$ cat config.mk
export PLATFORM = sky130hd
export DESIGN_NAME = program_counter_flat
export DESIGN_NICKNAME = d
export VERILOG_FILES = /design/src/rtl/program_counter_if.sv /design/src/rtl/program_counter.sv /design/src/flat_wrapper.sv
export SDC_FILE = /design/constraint.sdc
export NUM_CORES = 1
export LEC_CHECK = 0
export ABC_AREA = 1
export BUFFER_PORTS_ARGS = -buffer_cell sky130_fd_sc_hd__buf_2
export CORE_MARGIN = 2
export CORE_UTILIZATION = 50
export CTS_BUF_LIST = sky130_fd_sc_hd__clkbuf_16
export DETAILED_ROUTE_END_ITERATION = 8
export PLACE_DENSITY_LB_ADDON = 0.12
export SYNTH_ARGS = -nofsm -noshare
export SYNTH_HDL_FRONTEND = slang
export SYNTH_SLANG_ARGS = --single-unit
$ cat constraint.sdc
create_clock -name clk -period 2.6 [get_ports clk]
set_clock_uncertainty 0.05 [all_clocks]
set_input_delay 0.65 -clock clk [delete_from_list [all_inputs] [get_ports clk]]
set_output_delay 0.65 -clock clk [all_outputs]
set_load 0.005 [all_outputs]
$ cat src/rtl/program_counter_if.sv
// ============================================================================
// Module      : program_counter_if
// Description : Request/result bundle between control unit, ALU compare and
//               the fetch-stage program counter.
// Revision    : 1.0  initial release
// ============================================================================
`default_nettype none

interface program_counter_if;
    logic        load;
    logic        inc;
    logic        ALU_out;
    logic        Disable;
    logic [31:0] data;
    logic [31:0] immediate_value;
    logic [31:0] pc_val;

    modport master (
        output load,
        output inc,
        output ALU_out,
        output Disable,
        output data,
        output immediate_value,
        input  pc_val
    );

    modport slave (
        input  load,
        input  inc,
        input  ALU_out,
        input  Disable,
        input  data,
        input  immediate_value,
        output pc_val
    );
endinterface

`default_nettype wire

$ cat src/rtl/program_counter.sv
// ============================================================================
// Module      : program_counter
// Description : 32-bit RV32I fetch PC: increment, absolute load, relative
//               branch or hold. Optional macro PC_ALIGN_EN forces bits [1:0]
//               of every written value (and the reset value) to zero.
// Revision    : 1.0  initial release
// ============================================================================
`default_nettype none

module program_counter #(
    parameter logic [31:0] RESET_VAL = 32'h0000_0000,
    parameter int unsigned STEP      = 4
) (
    input  wire logic           clk,
    input  wire logic           clr,
    program_counter_if.slave    bus
);

    localparam logic [31:0] STEP_W = 32'(STEP);

`ifdef PC_ALIGN_EN
    localparam logic [31:0] ALIGN_MASK = 32'hFFFF_FFFC;
`else
    localparam logic [31:0] ALIGN_MASK = 32'hFFFF_FFFF;
`endif

    localparam logic [31:0] RESET_EFF = RESET_VAL & ALIGN_MASK;

    logic [31:0] pc_q;
    logic [31:0] next_raw;
    logic [31:0] next_pc;

    // Branch target is pc + offset + STEP; load beats increment, Disable only stalls increment.
    always_comb begin
        next_raw = pc_q;
        if (bus.load) begin
            if (bus.ALU_out) begin
                next_raw = pc_q + bus.immediate_value + STEP_W;
            end else begin
                next_raw = bus.data;
            end
        end else if (bus.inc && !bus.Disable) begin
            next_raw = pc_q + STEP_W;
        end
        next_pc = next_raw & ALIGN_MASK;
    end

    always_ff @(posedge clk or posedge clr) begin
        if (clr) begin
            pc_q <= RESET_EFF;
        end else begin
            pc_q <= next_pc;
        end
    end

    assign bus.pc_val = pc_q;

endmodule

`default_nettype wire

$ cat src/flat_wrapper.sv
// flat-port wrapper written by rule: the top's interface ports become plain ports
module program_counter_flat 
#(
    parameter logic [31:0] RESET_VAL = 32'h0000_0000,
    parameter int unsigned STEP      = 4
)
  (clk, clr, bus_load, bus_inc, bus_ALU_out, bus_Disable, bus_data, bus_immediate_value, bus_pc_val);
  program_counter_if bus_i ();
  input  wire logic clk;
  input  wire logic clr;
  input wire logic [$bits(bus_i.load)-1:0] bus_load;
  input wire logic [$bits(bus_i.inc)-1:0] bus_inc;
  input wire logic [$bits(bus_i.ALU_out)-1:0] bus_ALU_out;
  input wire logic [$bits(bus_i.Disable)-1:0] bus_Disable;
  input wire logic [$bits(bus_i.data)-1:0] bus_data;
  input wire logic [$bits(bus_i.immediate_value)-1:0] bus_immediate_value;
  output wire logic [$bits(bus_i.pc_val)-1:0] bus_pc_val;
  assign bus_i.load = bus_load;
  assign bus_i.inc = bus_inc;
  assign bus_i.ALU_out = bus_ALU_out;
  assign bus_i.Disable = bus_Disable;
  assign bus_i.data = bus_data;
  assign bus_i.immediate_value = bus_immediate_value;
  assign bus_pc_val = bus_i.pc_val;
  program_counter #(.RESET_VAL(RESET_VAL), .STEP(STEP)) u_core (.clk(clk), .clr(clr), .bus(bus_i));
endmodule
==> metrics.txt, run 1 <==
number of synthesis warnings=0; most repeated library cell on the critical path=nand2_1; full die area=10800 um^2; global-route usage over all layers=31.0%; Core ar.=9730 um^2; layout cells sized above 1=22.8%; Critical Path Source=bus_immediate_value[3]; Final Worst Setup Slack=0.0906 ns; initial antenna violation count=0; Syn Inst Count=861; placed cell areas=6240 um^2; Mapped Avg Cell Area=5.82 um^2; setup TNS=0 ns; sequential share of the synthesized area=16.0%; Pre-antenna DRT Iters=5; f_max=399 MHz; maxcap violations=0; largest net degree at the start of global routing=33; vias=5995; WP buf/inv=2; final hold viol count=0; Slew @ Worst Pin=0.467 ns; syn_nets=994; Worst Hold Class=input pin to async pin; Seq cells post-synth=32; DRC Markers=0; Pwr Density=714 nW/um^2; Post-Syn Area=5010 um^2; WHS=0.414 ns; Place WS=-0.202 ns; drt via density=5.12; R2R cell count=13; port bufs=101; total wire length=17000 um; max-slew violations=0; Worst path depth=14; status=finished clean; clk root buf=clkbuf_16; global-route wire length before repair=26700 um; leakage=0.00374 uW; Worst Setup EP=u_core.bus.pc_val[16]; die width=104 um; CP max-delay cell=ha_1; I/O pin total=102; Critical Path AT=2.63 ns; Clock H-tree levels=2; CP Launch Type=input pin; Die Ht=104 um; n_diodes=0; reg-to-reg startpoint=u_core.bus.pc_val[3]; Finished Cell Area=6530 um^2; FF-to-FF setup slack=0.10 ns; critical path fanouts, max=3; # setup viols final=0; worst stage delay on the critical path=0.31 ns; Distinct cells, synth=36; number of global-route vias before repair=5319; non-filler cells, final=1170; Reg-to-Reg End=u_core.bus.pc_val[16]; Clock transition at path regs=0.06 ns; Skew-Pair Late Insertion Delay=0.28 ns; CTS Buf Count=5; crit path time final=2.51 ns; total congestion overflow=0; Top Family by Delay on Critical Path=simple AND/OR/NAND/NOR gates; max reg flops=32; Peak supply drop=0.000450 V; Tcrit/Tclk final=96.5%; worst-path cell chain=buf_2, ha_1, ha_1, or2_2, and2_1, nand2_1, nand2_1, nand3_1, nand2_1, nand2_1, nand2_1, o21ai_0, buf_4, a21oi_1; CP Class=input pin to flip-flop; required time at the worst-slack endpoint=2.72 ns; Area Overhead vs Synth=30.4%; Final HPWL DP=14100 um; placed cells=1161; WL/cell=14.5 um; Post-DRT Antenna Nets=0; CTS sink count=32; relative slew slack=68.9%; # rows=36; RD Place Congestion=0.979; Initial Utilization=51.5%; 1st-iter DRT viols=387; largest buffer count on any clock path=2; CP Capture Type=flip-flop; CTS tree=built; layout net count=1169
-- cells by family (layout without fill, tap and decap cells) --
logic type               Yosys count  after routing  synth area share, %
flip-flops                        32             32                 16.0
AO/OA/AOI/OAI                    114            114                 12.5
buffers and inverters            140            316                 10.7
AND/OR/NAND/NOR                  486            486                 40.4
XOR/XNOR                          26             26                 4.55
adder cells (fa/ha/maj)           63             63                 15.9
-- cells in the mapped netlist, drive strengths merged --
cell | number | area (um^2)
dfrtp | 32 | 801
o211ai | 3 | 22.5
or2 | 4 | 25.0
or2b | 1 | 7.51
ha | 62 | 776
a22oi | 3 | 22.5
o21bai | 7 | 52.6
and2 | 3 | 18.8
a21o | 2 | 16.3
clkbuf | 15 | 56.3
nor2 | 148 | 583
clkinv | 1 | 3.75
nand4 | 15 | 93.8
inv | 121 | 454
nand3b | 5 | 37.5
nand2 | 256 | 968
xnor2 | 4 | 35.0
a31oi | 5 | 31.3
o32ai | 1 | 8.76
fa | 1 | 20.0
buf | 3 | 21.3
a21oi | 48 | 244
a211oi | 1 | 7.51
xor2 | 22 | 193
o21ai | 44 | 220
nand3 | 44 | 238
nor3 | 10 | 50.1
-- stage by stage --
stage	power (uW)	util (%)
after floorplan	2500	-
after global placement	3760	64.2
after detailed placement	3790	64.2
after CTS	4490	65.9
after global routing	5070	67.1
final	4660	67.1
-- metal layers --
layer	global-route usage, %	wire length, um	vias to the layer above
met5	0	0	-
met2	46.9	7220	220
met3	4.95	1500	15
met4	5.21	149	0
met1	46.9	8120	2659
li1	-	-	3101
-- worst min-delay path, stage by stage --
cell,delay (ns)
buf_2,0.09
inv_1,0.04
buf_4,0.39
-- worst min path at each step --
stage / endpoint / from / slack [ns] / cells past startpoint
after floorplan: u_core.bus.pc_val[0] / u_core.bus.pc_val[0] / 0.45 / 2
after global placement: u_core.bus.pc_val[1] / u_core.bus.pc_val[1] / 0.46 / 2
after detailed placement: u_core.bus.pc_val[1] / u_core.bus.pc_val[1] / 0.46 / 2
after CTS: u_core.bus.pc_val[28] / clr / 0.43 / 3
after global routing: u_core.bus.pc_val[2] / clr / 0.44 / 3
final: u_core.bus.pc_val[30] / clr / 0.41 / 3
-- where the power goes --
part | total, uW | leakage (uW) | switching, uW | internal (uW)
Combinational | 3240 | 0.00328 | 1840 | 1400
Clock | 682 | 0.0000850 | 235 | 447
Sequential | 740 | 0.000372 | 133 | 607
Total | 4660 | 0.00374 | 2210 | 2450
-- area by class of cell --
| type | count | area [um^2] |
|---|---|---|
| Sequential cell | 32 | 803 |
| Inverter | 122 | 458 |
| Clock inverter | 3 | 38.8 |
| Tap cell | 133 | 166 |
| Timing Repair Buffer | 186 | 1160 |
| Clock buffer | 5 | 125 |
| Multi-Input combinational cell | 689 | 3780 |
| Fill cell | 997 | 3200 |
-- what timing repair did --
item	in CTS	in global routing
hold endpoints to repair	0	0
hold buffers	0	0
setup buffers	0	1
gates resized for setup	0	31
setup endpoints to repair	0	14
-- layout by cell type (no fill, tap or decap), drive strengths merged, types with 3 or more instances in the layout --
| cell | netlist | routed |
|---|---|---|
| xnor2 | 4 | 4 |
| xor2 | 22 | 22 |
| ha | 62 | 62 |
| or2 | 4 | 4 |
| a22oi | 3 | 3 |
| buf | 3 | 186 |
| inv | 121 | 122 |
| nand3b | 5 | 5 |
| a31oi | 5 | 5 |
| nand4 | 15 | 15 |
| o211ai | 3 | 3 |
| clkbuf | 15 | 5 |
| nand3 | 44 | 44 |
| nor3 | 10 | 10 |
| o21ai | 44 | 44 |
| dfrtp | 32 | 32 |
| o21bai | 7 | 7 |
| nand2 | 256 | 256 |
| and2 | 3 | 3 |
| a21oi | 48 | 48 |
| nor2 | 148 | 148 |
Power figures use the tool's default switching activity.
==> inputs of run 2 (changes only) <==
--- a/config.mk
+++ b/config.mk
@@ -6,7 +6,7 @@
 export NUM_CORES = 1
 export LEC_CHECK = 0
 export ABC_AREA = 1
-export BUFFER_PORTS_ARGS = -buffer_cell sky130_fd_sc_hd__buf_2
+export BUFFER_PORTS_ARGS = -buffer_cell sky130_fd_sc_hd__buf_4
 export CORE_MARGIN = 2
 export CORE_UTILIZATION = 50
 export CTS_BUF_LIST = sky130_fd_sc_hd__clkbuf_16
==> run 2 against run 1 <==
  * Register-to-register slack hardly changed
  * Maximum frequency is 0.70% lower
  * Sequential share of layout area is 0.34 points lower
  * Highest routed layer unchanged
==> metrics.txt, run 2 (same netlist as run 1, synthesis figures left out) <==
CTS sink count=32; global-route wire length before repair=27600 um; port bufs=101; Core ar.=9730 um^2; Pre-antenna DRT Iters=6; R2R cell count=14; critical path fanouts, max=4; drt via density=5.24; WL/cell=14.8 um; RSZ-0062 raised after global routing=yes; Critical Path AT=2.64 ns; most frequent cells in the layout=nand2_1 (249), buf_4 (182), nor2_1 (141); f_max=396 MHz; Peak supply drop=0.000428 V; Final HPWL DP=14100 um; max-slew violations=0; commonest non-fill, non-tap cell in the layout=nand2_1; Pwr Density=704 nW/um^2; Post-DRT Antenna Nets=0; total wire length=17300 um; relative slew slack=67.3%; Area Overhead vs Synth=34.1%; max reg flops=32; layout cells sized above 1=22.0%; post-CTS setup buffers=0; CP Launch Type=input pin; largest buffer count on any clock path=2; Slew @ Worst Pin=0.486 ns; 1st-iter DRT viols=396; clk root buf=clkbuf_16; Skew-Pair Late Insertion Delay=0.29 ns; Clock H-tree levels=2; Tcrit/Tclk final=97.2%; WHS=0.421 ns; FF-to-FF setup slack=0.11 ns; initial antenna violation count=0; global-route usage over all layers=32.1%; maxcap violations=0; cts-stage hold buffer count=0; total congestion overflow=0; CP Capture Type=flip-flop; Worst Hold Class=input pin to async pin; Die Ht=104 um; # rows=36; # setup viols final=0; crit path time final=2.53 ns; Reg-to-Reg End=u_core.bus.pc_val[11]; number of global-route vias before repair=5492; DRC Markers=0; Power, Total=4730 uW; Initial Utilization=51.5%; CTS tree=built; layout net count=1166; setup TNS=0 ns; vias=6112; RD Place Congestion=0.939; Clock transition at path regs=0.06 ns; leakage=0.00381 uW; full die area=10800 um^2; placed cells=1159; CTS Buf Count=5; non-filler cells, final=1167; CP Class=input pin to flip-flop; die width=104 um; largest net degree at the start of global routing=54; n_diodes=0; reg-to-reg startpoint=u_core.bus.pc_val[9]; final hold viol count=0; status=finished clean; required time at the worst-slack endpoint=2.71 ns; I/O pin total=102
[run 2: routing by layer]
metal | track usage, % | part of all wire (%)
met2 | 48.3 | 42
met3 | 7.27 | 11
met1 | 47.1 | 45
met5 | 0 | 0
met4 | 5.89 | 1.7
[run 2: metrics by stage]
| stage | setup slack [ns] | utilization, % | instance area, um^2 |
|---|---|---|---|
| after global routing | -0.0438 | 69.0 | 6720 |
| after global placement | -0.173 | 66.6 | 6480 |
| final | 0.0728 | 69.0 | 6720 |
| after CTS | 0.0521 | 68.3 | 6650 |
| after detailed placement | -0.195 | 66.6 | 6480 |
| after floorplan | 0.136 | - | 5010 |
[run 2: critical path: stages]
cell and delay (ns):
buf_4 0.11, ha_1 0.27, ha_1 0.30, buf_4 0.15
nand2_1 0.08, nand2_1 0.05, a21oi_1 0.19, nand2_2 0.11
nand2_1 0.07, nand2_1 0.11, buf_4 0.16, xor2_1 0.12
o21ai_0 0.18, a21oi_1 0.09
[run 2: worst max-delay path by stage]
stage,from,to,cells past startpoint
floorplan,bus_immediate_value[1],u_core.bus.pc_val[17],14
global placement,bus_immediate_value[1],u_core.bus.pc_val[31],17
detailed placement,bus_immediate_value[1],u_core.bus.pc_val[31],17
CTS,bus_immediate_value[1],u_core.bus.pc_val[31],17
global route,u_core.bus.pc_val[16],u_core.bus.pc_val[30],16
finish,bus_immediate_value[4],u_core.bus.pc_val[11],14
[run 2: final cells by class]
| type | instances | area (um^2) |
|---|---|---|
| Multi-Input combinational cell | 689 | 3740 |
| Inverter | 122 | 458 |
| Timing Repair Buffer | 183 | 1390 |
| Sequential cell | 32 | 803 |
| Fill cell | 939 | 3010 |
| Clock buffer | 5 | 125 |
| Clock inverter | 3 | 38.8 |
| Tap cell | 133 | 166 |
[run 2: power by group]
part	internal (uW)	switching, uW	leakage (uW)
clock	448	256	0.0000850
combinational	1440	1840	0.00335
sequential	607	135	0.000372
total	2500	2230	0.00381
[run 2: timing repair]
item / 4_1_cts / 5_1_grt
endpoints found under the setup margin: 0 / 17
resized for setup: 0 / 28
endpoints found under the hold margin: 0 / 0
==> inputs of run 3 (changes only) <==
--- a/config.mk
+++ b/config.mk
@@ -8,7 +8,7 @@
 export ABC_AREA = 1
 export BUFFER_PORTS_ARGS = -buffer_cell sky130_fd_sc_hd__buf_4
 export CORE_MARGIN = 2
-export CORE_UTILIZATION = 50
+export CORE_UTILIZATION = 23
 export CTS_BUF_LIST = sky130_fd_sc_hd__clkbuf_16
 export DETAILED_ROUTE_END_ITERATION = 8
 export PLACE_DENSITY_LB_ADDON = 0.12
==> run 3 against run 2 <==
  * Register-to-register slack gained 0.07 ns
  * Die area grew 110%
  * Clock-buffer cell count is the same
  * Highest routed layer unchanged
  * Combinational power grew 8.2%
  * Worst setup slack gained 0.067 ns
  * Cell count grew 14%
  * Cell area grew 5.9%
  * Maximum frequency grew 2.7%
  * Clock power shrank 7.4%
  * Hold slack gained 0.019 ns
  * Routed wire length grew 24%
  * Critical path type unchanged
==> metrics.txt, run 3 (same netlist as run 1, synthesis figures left out) <==
Pre-antenna DRT Iters=6; Clock H-tree levels=2; Critical Path AT=2.60 ns; Die Ht=152 um; Slew @ Worst Pin=0.566 ns; Area Overhead vs Synth=42.0%; max reg flops=32; initial antenna violation count=0; f_max=406 MHz; die width=152 um; full die area=23000 um^2; CTS tree=built; relative slew slack=62.2%; Post-DRT Antenna Nets=0; Peak supply drop=0.000203 V; max-slew violations=0; Core ar.=21200 um^2; layout cells sized above 1=24.5%; total wire length=21400 um; layout net count=1192; global-route wire length before repair=32600 um; cts-stage hold buffer count=0; Final HPWL DP=17600 um; GRT busiest layer=met2; leakage=0.00394 uW; non-filler cells, final=1335; required time at the worst-slack endpoint=2.74 ns; WL/cell=16.0 um; port bufs=101; CP Capture Type=flip-flop; setup TNS=0 ns; CTS sink count=32; most frequent cells in the layout=nand2_1 (246), buf_4 (208), nor2_1 (139); Tcrit/Tclk final=94.6%; Power, Total=4910 uW; CP max-delay cell=ha_1; vias=6075; # setup viols final=0; CP Class=input pin to flip-flop; met3 Resource Use GR=1.74%; crit path time final=2.46 ns; placed cells=1327; RD Place Congestion=0.842; FF-to-FF setup slack=0.18 ns; global-route usage over all layers=19.0%; Initial Utilization=23.6%; clk root buf=clkbuf_16; status=finished clean; number of global-route vias before repair=5775; 1st-iter DRT viols=354; M1 GR Usage=28.0%; Finished Cell Area=7110 um^2; WP buf/inv=1; post-CTS setup buffers=0; placed cell areas=6860 um^2; # rows=53; I/O pin total=102; met2 usage=30.4%; CTS Buf Count=5; CP Launch Type=input pin; cells resized by post-CTS repair=0; RSZ-0062 raised after global routing=yes; Clock transition at path regs=0.07 ns; final hold viol count=0; DRC Markers=0; maxcap violations=0; worst-path cell chain=buf_4, ha_1, ha_1, a21oi_1, o21bai_2, nand3b_1, nand2_1, nand2_1, nand2_1, nand3_1, a21oi_2, nor2_1; largest buffer count on any clock path=2; total congestion overflow=0; drt via density=4.55; worst stage delay on the critical path=0.34 ns; Worst Hold Class=input pin to async pin; Pwr Density=690 nW/um^2; Top Family by Delay on Critical Path=simple AND/OR/NAND/NOR gates; commonest non-fill, non-tap cell in the layout=nand2_1; n_diodes=0; most repeated library cell on the critical path=nand2_1; largest net degree at the start of global routing=33; Skew-Pair Late Insertion Delay=0.30 ns; critical path fanouts, max=4
[run 3: through the flow]
step	worst slack [ns]	util [%]	hold slack, ns
6_report	0.140	33.5	0.441
5_1_grt	-0.0325	33.5	0.483
4_1_cts	0.0308	33.0	0.474
3_5_place_dp	-0.300	32.3	0.470
3_3_place_gp	-0.259	32.3	0.463
2_1_floorplan	0.136	-	0.451
[run 3: path summary, 6_finish.rpt]
check                                       start               endpoint  depth (start not counted)
max                        bus_immediate_value[9]  u_core.bus.pc_val[20]                         12
min                                           clr  u_core.bus.pc_val[29]                          3
max reg2reg                 u_core.bus.pc_val[21]  u_core.bus.pc_val[30]                         14
min reg2reg                  u_core.bus.pc_val[0]   u_core.bus.pc_val[0]                          2
max in group asynchronous                     clr   u_core.bus.pc_val[9]                          3
min in group clk             u_core.bus.pc_val[0]   u_core.bus.pc_val[0]                          2
[run 3: worst reg2reg max path, cell delays in order (launching register included)]
cell and delay (ns):
dfrtp_1 0.45, ha_1 0.32, ha_1 0.36, nand2_1 0.11, buf_4 0.14, nor2_1 0.14, nand2_1 0.09, nor2_1 0.15
nand2_1 0.11, nand3_1 0.09, nand3_1 0.10, nand2_1 0.08, nand2_1 0.04, nand2_1 0.05, nand2_1 0.04
[run 3: power by group]
group	internal [uW]	switching [uW]	total, uW
clock	351	302	652
combinational	1610	1940	3550
sequential	605	96.3	702
total	2560	2340	4910
[run 3: area by class of cell]
cell class                 count  area, um^2
clock buffer                   5         125
multi-input combinational    689        3790
fill                        2428       14100
timing repair buffer         209        1580
sequential                    32         801
clock inverter                 3        15.0
tap                          275         344
inverter                     122         458
[run 3: layer usage]
layer  vias to the layer above  wire, um
li1                       3139         -
met2                       113      9450
met5                         -         0
met1                      2813     11000
met3                        10       765
met4                         0       190
